File: src/rtl/logicshifter_pkg.sv
// Shared state encodings and default timing constants for the level-shifter dead-time controller.
package logicshifter_pkg;

  typedef enum logic [1:0] {
    G_OFF,
    G_WARM,
    G_RUN,
    G_FAULT
  } gstate_e;

  typedef enum logic [1:0] {
    P_IDLE,
    P_TOP,
    P_BOT,
    P_DEAD
  } pstate_e;

  localparam int NPAIR_DEF    = 2;
  localparam int DT_CYC_DEF   = 4;
  localparam int WARM_CYC_DEF = 16;
  localparam int FILT_CYC_DEF = 2;

endpackage

File: src/rtl/logicshifter_pair_deadtime.sv
// One top/bottom pair: pwm glitch filter, break-before-make FSM and dead counter.
// Registered outputs; the driven side drops one edge after a filtered change, the other rises DT_CYC edges later.
module logicshifter_pair_deadtime
  import logicshifter_pkg::*;
#(
  parameter int DT_CYC   = DT_CYC_DEF,
  parameter int FILT_CYC = FILT_CYC_DEF
) (
  input  logic clk_i,
  input  logic rst_i,
  input  logic run_i,
  input  logic pwm_i,
  output logic top_o,
  output logic bot_o
);

  localparam int FW = $clog2(FILT_CYC + 1);
  localparam int DW = $clog2(DT_CYC + 1);
  localparam logic [FW-1:0] FILT_LAST = FW'(FILT_CYC - 1);
  localparam logic [DW-1:0] DT_LAST   = DW'(DT_CYC - 1);

  logic          filt_q, filt_d;
  logic [FW-1:0] fcnt_q, fcnt_d;
  pstate_e       state_q, state_d;
  logic [DW-1:0] dcnt_q, dcnt_d;
  logic          top_q, bot_q;

  // Filter keeps running outside RUN so the pair starts on a settled value.
  always_comb begin
    filt_d = filt_q;
    fcnt_d = '0;
    if (pwm_i != filt_q) begin
      if (fcnt_q >= FILT_LAST) begin
        filt_d = pwm_i;
      end else begin
        fcnt_d = fcnt_q + 1'b1;
      end
    end
  end

  always_comb begin
    state_d = state_q;
    dcnt_d  = '0;
    if (!run_i) begin
      state_d = P_IDLE;
    end else begin
      case (state_q)
        P_IDLE: state_d = filt_q ? P_TOP : P_BOT;
        P_TOP:  if (!filt_q) state_d = P_DEAD;
        P_BOT:  if (filt_q) state_d = P_DEAD;
        P_DEAD: begin
          // Dead time is fixed length; the exit side is decided only on the exit edge.
          if (dcnt_q >= DT_LAST) begin
            state_d = filt_q ? P_TOP : P_BOT;
          end else begin
            dcnt_d = dcnt_q + 1'b1;
          end
        end
        default: state_d = P_IDLE;
      endcase
    end
  end

  always_ff @(posedge clk_i) begin
    if (rst_i) begin
      filt_q  <= 1'b0;
      fcnt_q  <= '0;
      state_q <= P_IDLE;
      dcnt_q  <= '0;
      top_q   <= 1'b0;
      bot_q   <= 1'b0;
    end else begin
      filt_q  <= filt_d;
      fcnt_q  <= fcnt_d;
      state_q <= state_d;
      dcnt_q  <= dcnt_d;
      top_q   <= (state_d == P_TOP);
      bot_q   <= (state_d == P_BOT);
    end
  end

  assign top_o = top_q;
  assign bot_o = bot_q;

endmodule

File: src/rtl/logicshifter_deadtime_ctrl.sv
// Global OFF/WARM/RUN/FAULT sequencer for a bank of FET level-shifter pairs with dead-time insertion.
// All outputs registered; pairs start one edge after RUN is reached and drop on the edge RUN is left.
module logicshifter_deadtime_ctrl
  import logicshifter_pkg::*;
#(
  parameter int NPAIR    = NPAIR_DEF,
  parameter int DT_CYC   = DT_CYC_DEF,
  parameter int WARM_CYC = WARM_CYC_DEF,
  parameter int FILT_CYC = FILT_CYC_DEF
) (
  input  logic             CELCLK,
  input  logic             CELRST,
  input  logic             enable,
  input  logic [NPAIR-1:0] pwm_in,
  input  logic             fault,
  input  logic             fault_clr,
  output logic             enable_logicshifter,
  output logic [NPAIR-1:0] top_in,
  output logic [NPAIR-1:0] bot_in,
  output logic             ready,
  output logic             fault_latched
);

  localparam int WW = $clog2(WARM_CYC + 1);
  localparam logic [WW-1:0] WARM_LAST = WW'(WARM_CYC - 1);

  gstate_e       state_q, state_d;
  logic [WW-1:0] wcnt_q, wcnt_d;
  logic          en_q, rdy_q, flt_q;
  logic          pair_run;

  always_comb begin
    state_d = state_q;
    if (fault) begin
      state_d = G_FAULT;
    end else begin
      case (state_q)
        G_OFF:   if (enable) state_d = G_WARM;
        G_WARM: begin
          if (!enable) begin
            state_d = G_OFF;
          end else if (wcnt_q >= WARM_LAST) begin
            state_d = G_RUN;
          end
        end
        G_RUN:   if (!enable) state_d = G_OFF;
        G_FAULT: if (fault_clr) state_d = G_OFF;
        default: state_d = G_OFF;
      endcase
    end
  end

  always_comb begin
    wcnt_d = '0;
    if (state_q == G_WARM && state_d == G_WARM) begin
      wcnt_d = (wcnt_q < WARM_LAST) ? wcnt_q + 1'b1 : wcnt_q;
    end
  end

  // Looking at state_d lets the pairs drop on the same edge that RUN is left.
  assign pair_run = (state_q == G_RUN) && (state_d == G_RUN);

  always_ff @(posedge CELCLK) begin
    if (CELRST) begin
      state_q <= G_OFF;
      wcnt_q  <= '0;
      en_q    <= 1'b0;
      rdy_q   <= 1'b0;
      flt_q   <= 1'b0;
    end else begin
      state_q <= state_d;
      wcnt_q  <= wcnt_d;
      en_q    <= (state_d == G_WARM) || (state_d == G_RUN);
      rdy_q   <= (state_d == G_RUN);
      flt_q   <= (state_d == G_FAULT);
    end
  end

  for (genvar g = 0; g < NPAIR; g++) begin : g_pair
    logicshifter_pair_deadtime #(
      .DT_CYC  (DT_CYC),
      .FILT_CYC(FILT_CYC)
    ) u_pair (
      .clk_i(CELCLK),
      .rst_i(CELRST),
      .run_i(pair_run),
      .pwm_i(pwm_in[g]),
      .top_o(top_in[g]),
      .bot_o(bot_in[g])
    );
  end

  assign enable_logicshifter = en_q;
  assign ready               = rdy_q;
  assign fault_latched       = flt_q;

endmodule

File: config.mk
export PLATFORM = sky130hd
export DESIGN_NAME = logicshifter_deadtime_ctrl
export DESIGN_NICKNAME = d
export VERILOG_FILES = /design/src/rtl/logicshifter_pkg.sv /design/src/rtl/logicshifter_pair_deadtime.sv /design/src/rtl/logicshifter_deadtime_ctrl.sv
export SDC_FILE = /design/constraint.sdc
export NUM_CORES = 1
export LEC_CHECK = 0
export ABC_CLOCK_PERIOD_IN_PS = 2750
export CORE_MARGIN = 1
export CORE_UTILIZATION = 54
export DETAILED_ROUTE_END_ITERATION = 8
export PLACE_DENSITY = 0.78
export SKIP_LAST_GASP = 1
export SYNTH_ARGS = -nofsm -noshare
export SYNTH_HDL_FRONTEND = slang
export SYNTH_HIERARCHICAL = 1
export SYNTH_SLANG_ARGS = --single-unit
File: constraint.sdc
create_clock -name CELCLK -period 2.75 [get_ports CELCLK]
set_input_delay 0.55 -clock CELCLK [delete_from_list [all_inputs] [get_ports CELCLK]]
set_output_delay 0.55 -clock CELCLK [all_outputs]
set_load 0.05 [all_outputs]
==> results.md <==
- The clock-pin slew of the registers on the worst-case setup and hold paths is 0.09 ns.
- For this run, the number of Yosys warnings is 6.
- The cell depth of the worst flop-to-flop path is 10.
- The most frequent standard cell in the layout excluding fill and tap cells is dfxtp_1.
- The path with the worst hold slack has its endpoint at g_pair[0].u_pair/fcnt_q[0].
- The cell sitting at the root of the clock tree is a clkbuf_4.
- Summed over all cells, the static leakage comes to 0.599 nW.
- The sequential cells in the finished layout cover a total of 601 um^2.
- The deepest clock path buffer count is 2.
- The multi-input combinational cells in the finished layout cover a total of 673 um^2.
- The overall die height is 51.8 um.
- The count of nets left with antenna violations once routing finished came out at 0.
- The final weighted congestion of routability-driven global placement is 0.832.
- Global routing finished with a remaining overflow of 0.
- The critical path capture point type is a flop.
- The die covers 2680 um^2.
- The final critical delay including setup and external delays is 2.45 ns.
- Summed over all layers, the routed wires come to 2320 um.
- Of the total power, the share spent switching nets is 24.5%.
- The combinational cell fraction of total power is 11.9%.
- VDD sags by at most 0.335 mV.
- The final worst clock skew is 0.00651 ns.
- In this run the power density over the cells is 528 nW/um^2.
- The critical path startpoint is enable.
- For this design the top-level I/O count stands at 14.
- The total count of hold-check failures in the final report is 0.
- Counting the buffers created by CTS gives 5.
- The fill cell instance count of the final layout is 177.
- The number of max-capacitance violations reported is 0.
- The analysis attributes to net switching a power of 0.199 mW.
- The achievable frequency is 409 MHz.
- The run finished with clean final reports.
- The number of max-slew violations in the final report is 0.
- Sequential cells account for 57.2% of the total power.
- Counting instances, the worst hold path has a depth of 1.
- Data on the critical path arrives at its endpoint at 2.68 ns.
- The clock insertion delay at the later pin of the skew report is 0.32 ns.
- The clock network accounts for 30.8% of the total power.
- Entering global routing, the biggest net connects 22 pins.
- The total nets after synthesis is 150.
- The floorplan step defined a core boundary enclosing 2280 um^2.
- In this run, the number of DRC markers left after iteration 0 of detailed routing was 9.
- The share of layout cells above drive strength 1 is 8.72%.
- In this run, synthesis inferred 0 flip-flops with an integrated enable.
- The min-delay analysis places its worst path in the category flop to flop.
- The initial utilization of the core area, before any placement, comes to 58.8%.
- Gates resized during post-CTS repair numbered 0.
- The ratio of final minimum period to clock period is 89.0%.
- The completed layout was analyzed and its total power is 0.812 mW.
- Counting flops and latches in the post-synthesis netlist gives 30.
- 0 antenna diodes ended up in the layout.
- The pre-CTS setup slack is -0.0157 ns.
- The initial antenna violation count is 0.
- In the routed layout, each cell is associated on average with a via count of 5.77.
- The via count is 1022.
- After layout, the worst setup slack is 0.303 ns.
- The count of standard-cell rows is 17.
- In the layout the commonest cells are 30 x dfxtp_1, 13 x clkdlybuf4s50_1, 11 x inv_1, 11 x nor2_1, 11 x ha_1.
- The final routed wire length divided by cell count is 13.1 um.
- The share of synthesized flip-flops with an asynchronous set or reset is 0%.
- The total clock sinks is 30.
- The post-detailed-route DRC marker count is 0.
- The CTS tree is done.
- In this run, post-CTS hold repair placed 0 buffers.
- The total number of H-tree levels is 2.
- After synthesis the cells add up to 1340 um^2.
- The element type at the critical path start is a primary input.
- The hold path startpoint is g_pair[0].u_pair/fcnt_q[0].
- Setup violations remaining at the end of the flow were counted as 0.
- The post-CTS repair timing setup buffer count is 0.
- Relative to the synthesized area, the layout overhead comes to 15.1%.
- The slew at the pin closest to its max-slew limit is 0.611 ns.
- The number of global-route vias before repair came to 988.
- The cell count after synthesis came out at 132.
- The worst slew margin relative to its limit is 59.1%.
- In the synthesized netlist the dominant register cell turns out to be dfxtp_1.
- In the final design database the tool counted 168 nets.
- For this run, the detailed router's first-pass iteration total came to 4.
- By startpoint and endpoint, the worst setup path is classified as primary input to flop.
- The data required time of the worst path is 2.98 ns.
- The port buffer count is 13.
- The worst flop-to-flop path startpoint is wcnt_q[0].
- Setup repair after global routing left no endpoint under its margin.
- The share of the yosys chip area belonging to registers is 44.9%.
- Along the worst path, the maximum fanout reaches 8.
- The design internal power is 0.613 mW.
- In this run the critical register-to-register path is captured at g_pair[1].u_pair/state_q[0].
- The wire length of the first global-routing pass is 4000 um.
- The die extent in x is 51.8 um.
- The synthesized area per cell is 10.1 um^2.
- The number of library cell types mapped by synthesis is 37.
- The placed wire-length estimate after detailed placement is 1680 um.
- The global-route usage over all layers is 21.2%.
- For flop-to-flop paths, the worst setup slack is 0.38 ns.
[metrics by stage]
step	hold slack (ns)	util, %	TNS, ns	area (um^2)	cells
2_1_floorplan	0.398	-	0	1340	132
3_3_place_gp	0.408	65.4	0	1490	171
3_5_place_dp	0.420	65.4	-0.0439	1490	171
4_1_cts	0.432	67.6	0	1540	177
5_1_grt	0.448	67.6	0	1540	177
6_report	0.428	67.6	0	1540	177
[synth_stat cells, types with 2 or more instances]
cell       instances  area, um^2
a211o_1            2        17.5
a211oi_1           2        15.0
a21oi_1            3        15.0
a311oi_1           5        43.8
and2_1             2        12.5
buf_4              2        15.0
dfxtp_1           30         601
ha_1              11         138
inv_1             11        41.3
inv_2              2        7.51
mux2i_1            2        20.0
nand2_1            4        15.0
nand2b_1           2        12.5
nand4b_1           4        35.0
nand4bb_1          3        33.8
nor2_1            11        41.3
nor2b_1            4        25.0
nor3_1             7        35.0
nor4b_1            2        17.5
nor4bb_1           2        20.0
o32ai_1            4        35.0
xnor2_1            2        17.5
[worst max-delay path, stage by stage]
cell	delay, ns
clkdlybuf4s50_1	0.43
nor3b_1	0.15
a311oi_1	0.29
and2_1	0.19
ha_1	0.15
nand2_1	0.05
nor2_1	0.40
nand2b_1	0.20
a311oi_1	0.25
[power by group through the flow]
| stage | Clock, mW | Combinational, mW | Sequential, mW |
|---|---|---|---|
| 2_1_floorplan | 0 | 0.0615 | 0.481 |
| 3_3_place_gp | 0 | 0.0941 | 0.474 |
| 3_5_place_dp | 0 | 0.0974 | 0.475 |
| 4_1_cts | 0.258 | 0.0977 | 0.465 |
| 5_1_grt | 0.278 | 0.108 | 0.468 |
| 6_report | 0.251 | 0.0969 | 0.465 |
[per-layer routing]
| layer | GRT usage [%] | share of wire (%) | vias up |
|---|---|---|---|
| met5 | 0 | 0 | - |
| met4 | 13.1 | 2.0 | 0 |
| met3 | 7.89 | 4.6 | 7 |
| met2 | 35.7 | 48 | 19 |
| met1 | 22.1 | 46 | 472 |
| li1 | - | - | 524 |
[sequential cells by signal, summed over array words and instances, names as in the netlist]
register	cells
enable_logicshifter	1
fault_latched	1
g_pair.u_pair/bot_o	2
g_pair.u_pair/dcnt_q	6
g_pair.u_pair/fcnt_q	4
g_pair.u_pair/filt_q	2
g_pair.u_pair/state_q	4
g_pair.u_pair/top_o	2
ready	1
state_q	2
wcnt_q	5
[layout make-up]
type,instances,area share [%]
Sequential cell,30,39.0
Multi-Input combinational cell,87,43.7
Timing Repair Buffer,13,8.46
Clock buffer,6,3.33
Inverter,13,3.17
Tap cell,28,2.28
[logic make-up (layout without fill, tap and decap cells)]
| kind of cell | count (synthesis) | count (layout) | synth area share (%) |
|---|---|---|---|
| xor gates and xnor gates | 2 | 2 | 1.31 |
| DFF | 30 | 30 | 44.9 |
| AOI/OAI and AO/OA | 24 | 24 | 14.0 |
| muxes | 2 | 2 | 1.50 |
| buffers and inverters | 15 | 32 | 4.77 |
| and+or+nand+nor | 48 | 48 | 23.2 |
| adders and majority gates | 11 | 11 | 10.3 |
[how the worst max path moves through the flow]
stage,endpoint,slack [ns],cells past startpoint
after CTS,g_pair[0].u_pair/dcnt_q[0],0.31,9
after floorplan,g_pair[0].u_pair/bot_o,0.61,10
final,g_pair[1].u_pair/state_q[0],0.30,9
after detailed placement,g_pair[0].u_pair/dcnt_q[0],-0.02,9
after global placement,g_pair[0].u_pair/bot_o,0.09,9
after global routing,g_pair[0].u_pair/dcnt_q[0],0.11,9
Power figures use the tool's default switching activity.
